`src/rtl/add_acc_pkg.sv`:
```
// rtl/add_acc_pkg.sv - shared types for the add/accumulate pipeline
package add_acc_pkg;

    typedef enum logic [1:0] {
        MODE_ADD  = 2'd0,
        MODE_SUB  = 2'd1,
        MODE_ACC  = 2'd2,
        MODE_PASS = 2'd3
    } mode_e;

endpackage

```
`src/rtl/add_acc_pipe_if.sv`:
```
// rtl/add_acc_pipe_if.sv - handshake and data bundle between driver and add_acc_pipe
interface add_acc_pipe_if #(
    parameter int WIDTH = 4,
    parameter int CNT_W = 8
);
    logic             in_valid;
    logic             in_ready;
    logic [WIDTH-1:0] a;
    logic [WIDTH-1:0] b;
    logic [1:0]       mode;
    logic             acc_clr;
    logic             out_valid;
    logic             out_ready;
    logic [WIDTH-1:0] y;
    logic             carry;
    logic [WIDTH-1:0] acc;
    logic [CNT_W-1:0] txn_cnt;

    // Driver side: produces operands, consumes results.
    modport master (
        output in_valid, a, b, mode, acc_clr, out_ready,
        input  in_ready, out_valid, y, carry, acc, txn_cnt
    );

    // Block side.
    modport slave (
        input  in_valid, a, b, mode, acc_clr, out_ready,
        output in_ready, out_valid, y, carry, acc, txn_cnt
    );
endinterface

```
`src/rtl/add_acc_core.sv`:
```
// rtl/add_acc_core.sv - combinational ADD/SUB/ACC/PASS datapath (saturation under ADD_ACC_SATURATE_EN)
module add_acc_core
    import add_acc_pkg::*;
#(
    parameter int WIDTH = 4
) (
    input  mode_e            mode,
    input  logic [WIDTH-1:0] a,
    input  logic [WIDTH-1:0] b,
    input  logic [WIDTH-1:0] acc,
    input  logic             clr,
    output logic [WIDTH-1:0] y_next,
    output logic             carry_next
);

    logic [WIDTH-1:0] base;
    logic [WIDTH:0]   sum;

    // One WIDTH+1 bit sum serves every mode; the top bit is carry or borrow.
    // A clear in the same cycle as an ACC beat zeroes the accumulator first.
    always_comb begin
        base       = clr ? '0 : acc;
        sum        = '0;
        y_next     = '0;
        carry_next = 1'b0;
        case (mode)
            MODE_ADD: begin
                sum        = {1'b0, a} + {1'b0, b};
                y_next     = sum[WIDTH-1:0];
                carry_next = sum[WIDTH];
`ifdef ADD_ACC_SATURATE_EN
                if (sum[WIDTH]) y_next = '1;
`endif
            end
            MODE_SUB: begin
                sum        = {1'b0, a} - {1'b0, b};
                y_next     = sum[WIDTH-1:0];
                carry_next = sum[WIDTH];
`ifdef ADD_ACC_SATURATE_EN
                if (sum[WIDTH]) y_next = '0;
`endif
            end
            MODE_ACC: begin
                sum        = {1'b0, base} + {1'b0, a};
                y_next     = sum[WIDTH-1:0];
                carry_next = sum[WIDTH];
`ifdef ADD_ACC_SATURATE_EN
                if (sum[WIDTH]) y_next = '1;
`endif
            end
            default: begin
                y_next     = a;
                carry_next = 1'b0;
            end
        endcase
    end

endmodule

```
`src/rtl/add_acc_pipe.sv`:
```
// rtl/add_acc_pipe.sv - registered add/accumulate block with valid/ready handshake (option: ADD_ACC_SATURATE_EN)
module add_acc_pipe
    import add_acc_pkg::*;
#(
    parameter int WIDTH = 4,
    parameter int CNT_W = 8
) (
    input  logic          clk,
    input  logic          rst,
    add_acc_pipe_if.slave bus
);

    logic [WIDTH-1:0] y_q;
    logic             carry_q;
    logic             out_valid_q;
    logic [WIDTH-1:0] acc_q;
    logic [CNT_W-1:0] txn_cnt_q;
    logic [WIDTH-1:0] y_next;
    logic             carry_next;
    logic             accept;
    mode_e            mode;

    assign mode   = mode_e'(bus.mode);

    // One-deep output stage: a free slot or a consumed one both admit a new beat.
    assign bus.in_ready = !out_valid_q || bus.out_ready;
    assign accept       = bus.in_valid && bus.in_ready;

    add_acc_core #(
        .WIDTH (WIDTH)
    ) u_core (
        .mode       (mode),
        .a          (bus.a),
        .b          (bus.b),
        .acc        (acc_q),
        .clr        (bus.acc_clr),
        .y_next     (y_next),
        .carry_next (carry_next)
    );

    // Output register and valid flag; y/carry keep their value once consumed.
    always_ff @(posedge clk) begin
        if (rst) begin
            y_q         <= '0;
            carry_q     <= 1'b0;
            out_valid_q <= 1'b0;
        end else if (accept) begin
            y_q         <= y_next;
            carry_q     <= carry_next;
            out_valid_q <= 1'b1;
        end else if (bus.out_ready) begin
            out_valid_q <= 1'b0;
        end
    end

    // Accumulator: loads on accepted ACC beats, otherwise honours a standalone clear.
    always_ff @(posedge clk) begin
        if (rst) begin
            acc_q <= '0;
        end else if (accept && (mode == MODE_ACC)) begin
            acc_q <= y_next;
        end else if (bus.acc_clr) begin
            acc_q <= '0;
        end
    end

    // Accepted-beat counter, wraps naturally.
    always_ff @(posedge clk) begin
        if (rst) begin
            txn_cnt_q <= '0;
        end else if (accept) begin
            txn_cnt_q <= txn_cnt_q + 1'b1;
        end
    end

    assign bus.y         = y_q;
    assign bus.carry     = carry_q;
    assign bus.out_valid = out_valid_q;
    assign bus.acc       = acc_q;
    assign bus.txn_cnt   = txn_cnt_q;

endmodule

```
`src/flat_wrapper.sv`:
```
// flat-port wrapper written by rule: the top's interface ports become plain ports
module add_acc_pipe_flat import add_acc_pkg::*;
#(
    parameter int WIDTH = 4,
    parameter int CNT_W = 8
)
  (clk, rst, bus_in_valid, bus_a, bus_b, bus_mode, bus_acc_clr, bus_out_ready, bus_in_ready, bus_out_valid, bus_y, bus_carry, bus_acc, bus_txn_cnt);
  add_acc_pipe_if #(.WIDTH(WIDTH), .CNT_W(CNT_W)) bus_i ();
  input  logic clk;
  input  logic rst;
  input wire logic [$bits(bus_i.in_valid)-1:0] bus_in_valid;
  input wire logic [$bits(bus_i.a)-1:0] bus_a;
  input wire logic [$bits(bus_i.b)-1:0] bus_b;
  input wire logic [$bits(bus_i.mode)-1:0] bus_mode;
  input wire logic [$bits(bus_i.acc_clr)-1:0] bus_acc_clr;
  input wire logic [$bits(bus_i.out_ready)-1:0] bus_out_ready;
  output wire logic [$bits(bus_i.in_ready)-1:0] bus_in_ready;
  output wire logic [$bits(bus_i.out_valid)-1:0] bus_out_valid;
  output wire logic [$bits(bus_i.y)-1:0] bus_y;
  output wire logic [$bits(bus_i.carry)-1:0] bus_carry;
  output wire logic [$bits(bus_i.acc)-1:0] bus_acc;
  output wire logic [$bits(bus_i.txn_cnt)-1:0] bus_txn_cnt;
  assign bus_i.in_valid = bus_in_valid;
  assign bus_i.a = bus_a;
  assign bus_i.b = bus_b;
  assign bus_i.mode = bus_mode;
  assign bus_i.acc_clr = bus_acc_clr;
  assign bus_i.out_ready = bus_out_ready;
  assign bus_in_ready = bus_i.in_ready;
  assign bus_out_valid = bus_i.out_valid;
  assign bus_y = bus_i.y;
  assign bus_carry = bus_i.carry;
  assign bus_acc = bus_i.acc;
  assign bus_txn_cnt = bus_i.txn_cnt;
  add_acc_pipe #(.WIDTH(WIDTH), .CNT_W(CNT_W)) u_core (.clk(clk), .rst(rst), .bus(bus_i));
endmodule
```
`config.mk`:
```
export PLATFORM = sky130hd
export DESIGN_NAME = add_acc_pipe_flat
export DESIGN_NICKNAME = d
export VERILOG_FILES = /design/src/rtl/add_acc_pkg.sv /design/src/rtl/add_acc_pipe_if.sv /design/src/rtl/add_acc_core.sv /design/src/rtl/add_acc_pipe.sv /design/src/flat_wrapper.sv
export SDC_FILE = /design/constraint.sdc
export NUM_CORES = 1
export LEC_CHECK = 0
export CORE_MARGIN = 5
export CORE_UTILIZATION = 53
export DETAILED_ROUTE_END_ITERATION = 8
export PLACE_DENSITY = 0.85
export SLEW_MARGIN = 20
export SYNTH_ARGS = -nofsm -noshare
export SYNTH_HDL_FRONTEND = slang
export SYNTH_HIERARCHICAL = 1
export SYNTH_SLANG_ARGS = --single-unit
```
`constraint.sdc`:
```
create_clock -name clk -period 4.8 [get_ports clk]
set_input_delay 0.72 -clock clk [delete_from_list [all_inputs] [get_ports clk]]
set_output_delay 0.72 -clock clk [all_outputs]
set_load 0.05 [all_outputs]
```
* Word-level counts from Yosys, hierarchy flattened *
Index checks and enable logic that the tools add are counted.

storage, ports and cells
  bits in registers = 18
  output and inout bits = 19
  word-level logic and storage cells = 23

cells by class
  $add $sub $neg = 4
  equality and inequality tests = 2
  mux-type cells = 6
  reduce and logical (&&, ||, !) cells = 6

operators by type and width
  cell                                                                    count
  4-bit case mux with 3 select lines                                      1
  4-bit by 4-bit adder with 5-bit output                                  2
  8-bit by 1-bit adder with 8-bit output (second input constant)          1
  4-bit 2-to-1 mux                                                        2
  4-bit by 4-bit subtractor with 5-bit output                             1
  1-bit case mux with 3 select lines                                      1
  2-bit by 1-bit equality test with 1-bit output (second input constant)  1
  2-bit equality test (second input constant)                             1
  1-bit logical AND                                                       2
  2-bit zero test                                                         1
  1-bit 2-to-1 mux                                                        2
  2-bit nonzero test                                                      1
  1-bit zero test                                                         1
  1-bit logical OR                                                        1

* Longest topological paths before layout *
  depth after elaboration = 5
  depth in mapped cells = 9

* Cells and area by module *
The synthesis kept the hierarchy.

modules (own cells, without submodules)
  module        times used  cells each  area each (um^2)  sequential area each (um^2)
  add_acc_pipe  1           97          823.3             360.3
  add_acc_core  1           64          538.0             0.0

* Least setup slack after synthesis *
OpenSTA, ideal clock, no wires.

  path type = input port to flip-flop
  start = input port bus_a[0]
  end = register u_core.acc_q[2], in the netlist u_core/bus.acc[2]
  setup time = 70 ps
  data arrival time = 2076 ps
  setup slack = 2654 ps
  stages = 8
  cells stage by stage = ha_1 > fa_1 > and2b_1 > nor4_1 > a21oi_1 > a21oi_1 > nand4_1 > a21oi_1

on the way
  longest elaborated chain between the ends = 3
  elaborated cells between the ends (all ways) = 5
  those cells by class = add/sub (3); mux (2)

RTL lines
  element                                                         RTL line            source
  start, declared                                                 flat_wrapper.sv:12  input wire logic [$bits(bus_i.a)-1:0] bus_a;
  4-bit by 4-bit adder with 5-bit output (tied with other cells)  add_acc_core.sv:44  sum = {1'b0, base} + {1'b0, a};
  4-bit case mux with 3 select lines *                            add_acc_core.sv:26  case (mode)
  via u_core.y_next[2]                                            add_acc_pipe.sv:18  logic [WIDTH-1:0] y_next;
  4-bit 2-to-1 mux *                                              add_acc_pipe.sv:60  end else if (accept && (mode == MODE_ACC)) begin
  end signal, assigned                                            add_acc_pipe.sv:61  acc_q <= y_next;
  end, declared                                                   add_acc_pipe.sv:16  logic [WIDTH-1:0] acc_q;

The timed path passes the listed nets; every way through them passes the cells marked *.
A chain may end at the register's enable or synchronous reset.

* Worst setup path after layout *
  start = input port bus_out_ready
  end = output port bus_in_ready

on the way
  longest elaborated chain between the ends = 1

RTL lines
  element           RTL line            source
  start, declared   flat_wrapper.sv:16  input wire logic [$bits(bus_i.out_ready)-1:0] bus_out_ready;
  1-bit logical OR  add_acc_pipe.sv:26  assign bus.in_ready = !out_valid_q || bus.out_ready;
  end, declared     flat_wrapper.sv:17  output wire logic [$bits(bus_i.in_ready)-1:0] bus_in_ready;

No other way between the ends.

==> metrics <==
Fmax=266 MHz; Worst-Skew Late Latency=0.29 ns; Slew Limit Fails=0; Die Wd=60.7 um; Via density=~6; CP Cell Sequence=clkdlybuf4s50_1, nor2b_1, inv_2, clkdlybuf4s50_1; diode count=0; Critical Path Start=bus_out_ready; Tot Pwr=366 uW; Top FF cell, synth=dfxtp_1; vias in the first global route=about 1200; status=completed; via count=1300; # rows=18; critical path's largest stage delay=0.81 ns; Post-DP HPWL=2470 um; post-synthesis area per instance=~8.5 um2; hold path cells=2; CP dominant cell by count=clkdlybuf4s50_1; met3 wire length=about 230 um; GP Congestion=between 0.7 and 0.8; Pleak=0.670 nW; sequential share of the synthesized area=0.265; CP endpoint kind=output pin; relative slew slack=0.292; Hold WS=0.495 ns; antenna violations before repair=0; Final Worst Setup Slack=1.04 ns; placed cell count=between 200 and 250; total gr overflow=0; Pre-antenna DRT Iters=4; non-filler cells, final=between 200 and 250; top cells by area, synth=dfxtp_1 26%, ha_1 12%, a21oi_1 7.0%; IO buf count=33; R2R Path Start=u_core/bus.out_valid; synth unique cells=38; Starting Density=0.549; Synthesized Nets=approximately 190; dpl ws=1.06 ns; core area=2480 um2; EDFF count, synth=0; met2 wire length=around 1400 um; Peak VDD IR=roughly 0.27 mV; endpoints failing hold=0; GRT Util Overall=0.192; met1 WL=1410 um; number of setup violations in the final report=0; CTS tree=yes; worst-case reg-to-reg path depth=4; DR DRC count=0; total die area=~3700 um2; Yosys reg bits=18; Top-Level Pins=34; startpoint types=input port; Post-CTS Resized=0; Detailed Route Iter0 Violations=77; critical setup path kind=in -> out; Async SR Flop Fraction=0; top fanout value on the critical path=17; Gate Count Post-Synth=roughly 160; post-layout min period=3.76 ns; worst min-delay path category=reg -> reg; most frequent cells in the layout=33 x clkdlybuf4s50_1, 19 x a21oi_1, 18 x dfxtp_1, 13 x ha_1, 12 x nor2b_1; worst slew pin tran=between 1 and 1.5 ns; Die Height=60.7 um; Sink Count=18; slowest cell on the critical path=nor2b_1; PwrDens=between 200 and 250 nW/um2; CP Data Required Time=4.08 ns; # H-tree levels=1; Clock Skews=0.000986 ns; RSZ-0062 raised after global routing=false; Area Overhead vs Synth=25.3%; Num CTS Buffers=3; min-delay src=u_core/bus.y[3]; global-route wire length before repair=5380 um; final setup TNS=0 ns; wire per inst=14.3 um; Max clock buf depth=2; clock slew at reported path FFs=0.10 ns; Yosys warnings=6; Max Cap Viol=0; Hold Buf Count CTS=0; share of cells above drive strength 1=0.0428; Worst Path Arrival=3.04 ns; Final Cycle Share=0.784; final wirelength=3110 um; pin count of the biggest net entering global routing=23; cell taking the most area after synthesis=dfxtp_1; root buffer cell=clkbuf_4; Final nets=219; Netlist Area Pre-Place=1360 um2; Setup Buffers After CTS=0; most common cell after layout, fill and taps aside=clkdlybuf4s50_1; top-area cell type share of the netlist area=0.265; top layer in use=met4; DRT antenna net count=0
-- cells in the mapped netlist, types with 2 or more instances --
cell,instances
or4_1,2
xor2_1,2
mux2i_1,2
fa_1,3
inv_2,2
a311o_1,4
nor2_1,7
buf_6,2
mux2_1,4
nand4_1,6
ha_1,13
a21o_1,2
dfxtp_1,18
nor4_1,5
clkbuf_1,6
o21ai_0,2
nand3_1,8
inv_1,11
nand2_1,4
nor2b_1,12
o21ai_1,7
buf_2,3
o31ai_1,2
o31a_1,2
a21oi_1,19
-- flip-flops by register name, indices dropped and copies added (netlist names) --
signal,count
u_core/bus.txn_cnt,8
u_core/bus.acc,4
u_core/bus.y,4
u_core/bus.carry,1
u_core/bus.out_valid,1
-- power breakdown --
| part | total, mW | switching (mW) | leakage, nW | internal, mW |
|---|---|---|---|---|
| Clock | 0.0916 | 0.0453 | 0.0210 | 0.0463 |
| Combinational | 0.114 | 0.0686 | 0.503 | 0.0458 |
| Sequential | 0.160 | 0.00414 | 0.147 | 0.155 |
-- worst max-delay path: cells and delay by family --
family        cells  cell delay [ns]
simple gates      1             0.81
buf+inv           3             1.51
-- kinds of logic (layout without fill, tap and decap cells) --
kind of cell	count (synthesis)	after routing	share of synthesized area
compound gates	44	44	0.210
flops	18	18	0.265
xor+xnor	2	2	0.0129
buf+inv	25	51	0.0827
fa+ha+maj	16	16	0.164
simple gates	49	49	0.202
mux	7	7	0.0643
-- routing by layer --
metal | global-route usage | up-vias
met4 | 0.0433 | 0
met3 | 0.0553 | 4
met1 | 0.244 | 610
met2 | 0.322 | 49
met5 | 0 | -
li1 | - | 637
-- metrics by stage --
step | utilization | area (um2)
after floorplan | - | 1360
after global placement | 0.674 | 1670
after detailed placement | 0.674 | 1670
after CTS | 0.688 | 1710
after global routing | 0.688 | 1710
final | 0.688 | 1710
-- area by class of cell --
class,instances,area [um2]
repair buffers,33,330
flip-flops and latches,18,360
fillers,222,772
clock buffers,4,36.3
inverters,14,52.6
well taps,30,37.5
multi-input cells,118,888
-- worst paths after layout --
| check | endpoint | slack (ns) |
|---|---|---|
| max reg2reg | u_core/bus.acc[2] | 2.68 |
| min reg2reg | u_core/bus.y[3] | 0.50 |
| min | u_core/bus.y[3] | 0.50 |
| max | bus_in_ready | 1.04 |
No activity file was read; power rests on OpenSTA's default activity.
==> RTL edit 1 (same flow settings) <==
The option `ADD_ACC_SATURATE_EN` is turned on by a define.
--- a/src/rtl/add_acc_core.sv
+++ b/src/rtl/add_acc_core.sv
@@ -1,4 +1,6 @@
 // rtl/add_acc_core.sv - combinational ADD/SUB/ACC/PASS datapath (saturation under ADD_ACC_SATURATE_EN)
+`define ADD_ACC_SATURATE_EN
+
 module add_acc_core
     import add_acc_pkg::*;
 #(
Formal check against the unedited RTL: not equivalent (Yosys sat finds a counterexample within 4 cycles, from zero or initial values and one cycle with rst high).
==> RTL edit 1 against the unedited design <==
Routed wire length is 13% higher. Count of clock-buffer cells in the layout stayed put. Final area rose by 6.7%. Area after synthesis is 7.8% higher. Non-clock buffer count did not move. Worst hold slack worse by 0.0025 ns. Clock skew up 0.0064 ns. Die area is 6.5% higher. Synthesized cell count grew 12%. Critical path type unchanged. Setup slack gained 0.023 ns. Critical endpoint unchanged. Sequential cell count stayed put. Total power grew 3.5%.
==> RTL edit 1: results (changes against the unedited design) <==
metric,value,unit,change
status,finished clean,,
"Seq/Total Area, Yosys",0.246,,-0.0192
Synth area leaders,"dfxtp_1, ha_1, a21oi_1",,
Finished Layout Cells,237,,+9.2%
Leak,0.705,nW,+5.2%
GP Congestion,0.906,,+19%
Critical Path AT,3.02,ns,-0.02 ns
M2 GR Usage,0.297,,-0.0255
Area after DPL,1780,um^2,+6.8%
DP Wirelength,2730,um,+11%
cells after synthesis,180,,+12%
Yosys top cell area share,0.246,,-0.0192
placed insts,233,,+9.4%
clock-pin transition on the worst setup and hold timing paths,0.11,ns,
Max VDD drop,0.284,mV,+4.4%
"top cells by count, synth","a21oi_1, dfxtp_1, inv_1, ha_1, nor2b_1",,
Synthesized Nets,211,,+9.9%
Clock Skews,0.00741,ns,+0.00642 ns
"Top FF cell, synth",dfxtp_1,,
Slew headroom,0.309,,+0.0165
Fill cells,231,,+4.1%
via count,1421,,+9.3%
vias in the first global route,1386,,+16%
met3 WL,158,um,-31%
Setup Slack @ Placement,1.08,ns,+0.0199 ns
library cells used by synthesis,45,,+18%
met1 Usage GRT,0.256,,+0.0116
share of cells above drive strength 1,0.0485,,+0.00576
grt met3 use,0.0360,,-0.0193
Pwr Density,208,nW/um^2,-3.0%
Synth warnings,6,,unchanged
DR WL/cell,14.8,um,+3.5%
Iter 0 DRT Violations,57,,-26%
DR WL met2,1580,um,+8.8%
first-pass GRT wire length,6180,um,+15%
[RTL edit 1: cell type report]
| cell class | count | share of cell area |
|---|---|---|
| multi-input combinational | 132 | 0.540 |
| sequential | 18 | 0.198 |
| timing repair buffer | 33 | 0.182 |
| inverter | 19 | 0.0392 |
| tap | 31 | 0.0213 |
| clock buffer | 4 | 0.0199 |
[RTL edit 1: final timing paths]
check,cells past startpoint,endpoint,startpoint,slack [ns]
worst max-delay path,4,bus_in_ready,bus_out_ready,1.06
worst min-delay path,2,u_core/bus.y[2]$_SDFFE_PP0P_,u_core/bus.y[2]$_SDFFE_PP0P_,0.49
worst max register to register,10,u_core/bus.acc[2]$_SDFFE_PP0P_,u_core/bus.acc[0]$_SDFFE_PP0P_,2.36
worst min register to register,2,u_core/bus.y[2]$_SDFFE_PP0P_,u_core/bus.y[2]$_SDFFE_PP0P_,0.49
[RTL edit 1: power by group]
group	internal (W)	switching (W)	leakage [nW]
clock network	0.0000462	0.0000472	0.0210
logic	0.0000499	0.0000758	0.538
registers	0.000155	0.00000390	0.147
total	0.000251	0.000127	0.705
[RTL edit 1: worst reg2reg max path: cells and delay by family, from the launching register on]
kind / cells / cell delay (ns)
flip-flops: 1 / 0.37
buffers and inverters: 1 / 0.06
AND/OR/NAND/NOR: 4 / 0.57
adder cells (fa/ha/maj): 2 / 0.63
AO/OA/AOI/OAI: 3 / 0.72
[RTL edit 1: cell families after synthesis]
logic type      after synthesis  share of synthesized area
compound gates               52                      0.235
xor+xnor                      3                     0.0179
fa+ha+maj                    16                      0.152
buf+inv                      30                     0.0853
flops                        18                      0.246
mux                           5                     0.0375
simple gates                 56                      0.227
==> RTL edit 2 (same flow settings) <==
Made on the original files. Reset style: asynchronous (`rst`), changed in 3 clocked blocks.
--- a/src/rtl/add_acc_pipe.sv
+++ b/src/rtl/add_acc_pipe.sv
@@ -39,7 +39,7 @@
     );
 
     // Output register and valid flag; y/carry keep their value once consumed.
-    always_ff @(posedge clk) begin
+    always_ff @(posedge clk or posedge rst) begin
         if (rst) begin
             y_q         <= '0;
             carry_q     <= 1'b0;
@@ -54,7 +54,7 @@
     end
 
     // Accumulator: loads on accepted ACC beats, otherwise honours a standalone clear.
-    always_ff @(posedge clk) begin
+    always_ff @(posedge clk or posedge rst) begin
         if (rst) begin
             acc_q <= '0;
         end else if (accept && (mode == MODE_ACC)) begin
@@ -65,7 +65,7 @@
     end
 
     // Accepted-beat counter, wraps naturally.
-    always_ff @(posedge clk) begin
+    always_ff @(posedge clk or posedge rst) begin
         if (rst) begin
             txn_cnt_q <= '0;
         end else if (accept) begin
Check against the original RTL: differs if rst is asserted again (counterexample within 4 cycles, from zero or initial values and one cycle with rst high); with rst held inactive, the same outputs for 10 cycles.
==> RTL edit 2 against the unedited design <==
Final area grew 0.22%. Final cell count shrank 9.7%. Fmax grew 32%. Routed wire length shrank 6.0%. Setup slack gained 0.90 ns. Sequential cell count is the same. Area after synthesis shrank 1.8%. Largest cell class unchanged. Highest routed layer unchanged.
Power is not compared: it rests on default switching activity, and its combinational part moved more than twofold at a synthesized area within 25%.
==> RTL edit 2: results (changes against the unedited design) <==
metric,value,unit,change
Metal-1 WL,1320,um,-6.2%
initial antenna violation count,0,,unchanged
vias per cell,5.36,,-11%
DR WL/cell,14.9,um,+4.1%
H-tree levels,1,,unchanged
met3 WL,167,um,-27%
vias in the first global route,1085,,-9.4%
DR WL met2,1410,um,-2.4%
Area after DPL,1670,um^2,+0.22%
Slew headroom,0.541,,+0.249
Clock Skews,0.00484,ns,+0.00385 ns
placed insts,192,,-9.9%
Antenna diodes,0,,unchanged
peak fanout along the critical path,5,,-12
Synthesized Nets,164,,-15%
"top cells by count, synth","nand2_1, dfrtp_1, ha_1, nor2b_1, inv_1",,
Finished Layout Cells,196,,-9.7%
Iter 0 DRT Violations,19,,-75%
clock-pin transition on the worst setup and hold timing paths,0.10,ns,about the same
Synth area leaders,"dfrtp_1, ha_1, nand2_1",,
Max VDD drop,0.380,mV,
library cells used by synthesis,37,,-2.6%
clk buf depth,2,,unchanged
Pwr Density,367,nW/um^2,
largest net degree at the start of global routing,19,,-17%
top sig layer,met4,,
first-pass GRT wire length,4840,um,-10%
mean area per synthesized cell,10.0,um^2,+19%
"Seq/Total Area, Yosys",0.337,,+0.0724
share of cells above drive strength 1,0.0783,,+0.0355
# port buffers,33,,unchanged
Synth warnings,6,,unchanged
Leak,0.830,nW,
post-synthesis compound-gate area fraction,0.0936,,-0.116
Worst-Skew Late Latency,0.30,ns,
status,finished clean,,
Tot GR Track Use,0.179,,-0.0128
Hold WC Path Type,register to register,,
Adder-Cell Fraction of Synth Area,0.167,,+0.00306
ys async rst share,1.00,,+1.00
Setup Slack @ Placement,1.81,ns,+0.747 ns
post-CTS setup buffers,0,,unchanged
Num CTS Buffers,3,,unchanged
mux contribution to synthesized area,0.0768,,+0.0124
drt pass-1 iters,4,,unchanged
post_cts resized,0,,unchanged
max reg flops,8,,unchanged
DP Wirelength,2350,um,-5.0%
Fill cells,205,,-7.7%
GP Congestion,0.793,,+4.5%
root buf cell,clkbuf_4,,
XOR/XNOR Fraction of Synth Area,0.0590,,+0.0461
[RTL edit 2: final timing paths]
check                                                          to                               from  slack, ns  cells past startpoint
worst max register to register      u_core/bus.acc[1]$_DFFE_PP0P_      u_core/bus.acc[0]$_DFFE_PP0P_       2.73                      5
worst min register to register  u_core/bus.txn_cnt[7]$_DFFE_PP0P_  u_core/bus.txn_cnt[7]$_DFFE_PP0P_       0.49                      1
worst max-delay path                                 bus_in_ready                      bus_out_ready       1.94                      3
min in group asynchronous           u_core/bus.acc[0]$_DFFE_PP0P_                                rst       0.83                      2
max in group asynchronous            u_core/bus.carry$_DFFE_PP0P_                                rst       3.53                      2
worst min-delay path            u_core/bus.txn_cnt[7]$_DFFE_PP0P_  u_core/bus.txn_cnt[7]$_DFFE_PP0P_       0.49                      1
[RTL edit 2: area by class of cell]
| type | count | share of cell area |
|---|---|---|
| multi-input combinational | 103 | 0.482 |
| inverter | 8 | 0.0176 |
| clock buffer | 4 | 0.0212 |
| timing repair buffer | 33 | 0.193 |
| sequential | 18 | 0.264 |
| tap | 30 | 0.0220 |
[RTL edit 2: worst max-delay path, cell delays in order]
cell and delay, ns:
clkdlybuf4s50_1 0.47, nand2b_4 0.14, clkdlybuf4s50_1 0.80
[RTL edit 2: where the power goes]
group	switching [W]	internal (W)	leakage (nW)
registers	0.0000393	0.000185	0.230
logic	0.000194	0.000117	0.579
clock network	0.0000471	0.0000463	0.0210
total	0.000280	0.000348	0.830
[RTL edit 2: cells by family after synthesis]
logic type / after synthesis
and+or+nand+nor: 54
adders and majority gates: 16
muxes: 7
AOI/OAI and AO/OA: 17
buffers and inverters: 12
DFF: 18
xor gates and xnor gates: 9
[RTL edit 2: layer usage]
layer,vias up,global-route usage
met3,2,0.0562
met1,498,0.241
li1,523,-
met4,0,0.0348
met5,-,0
met2,27,0.284
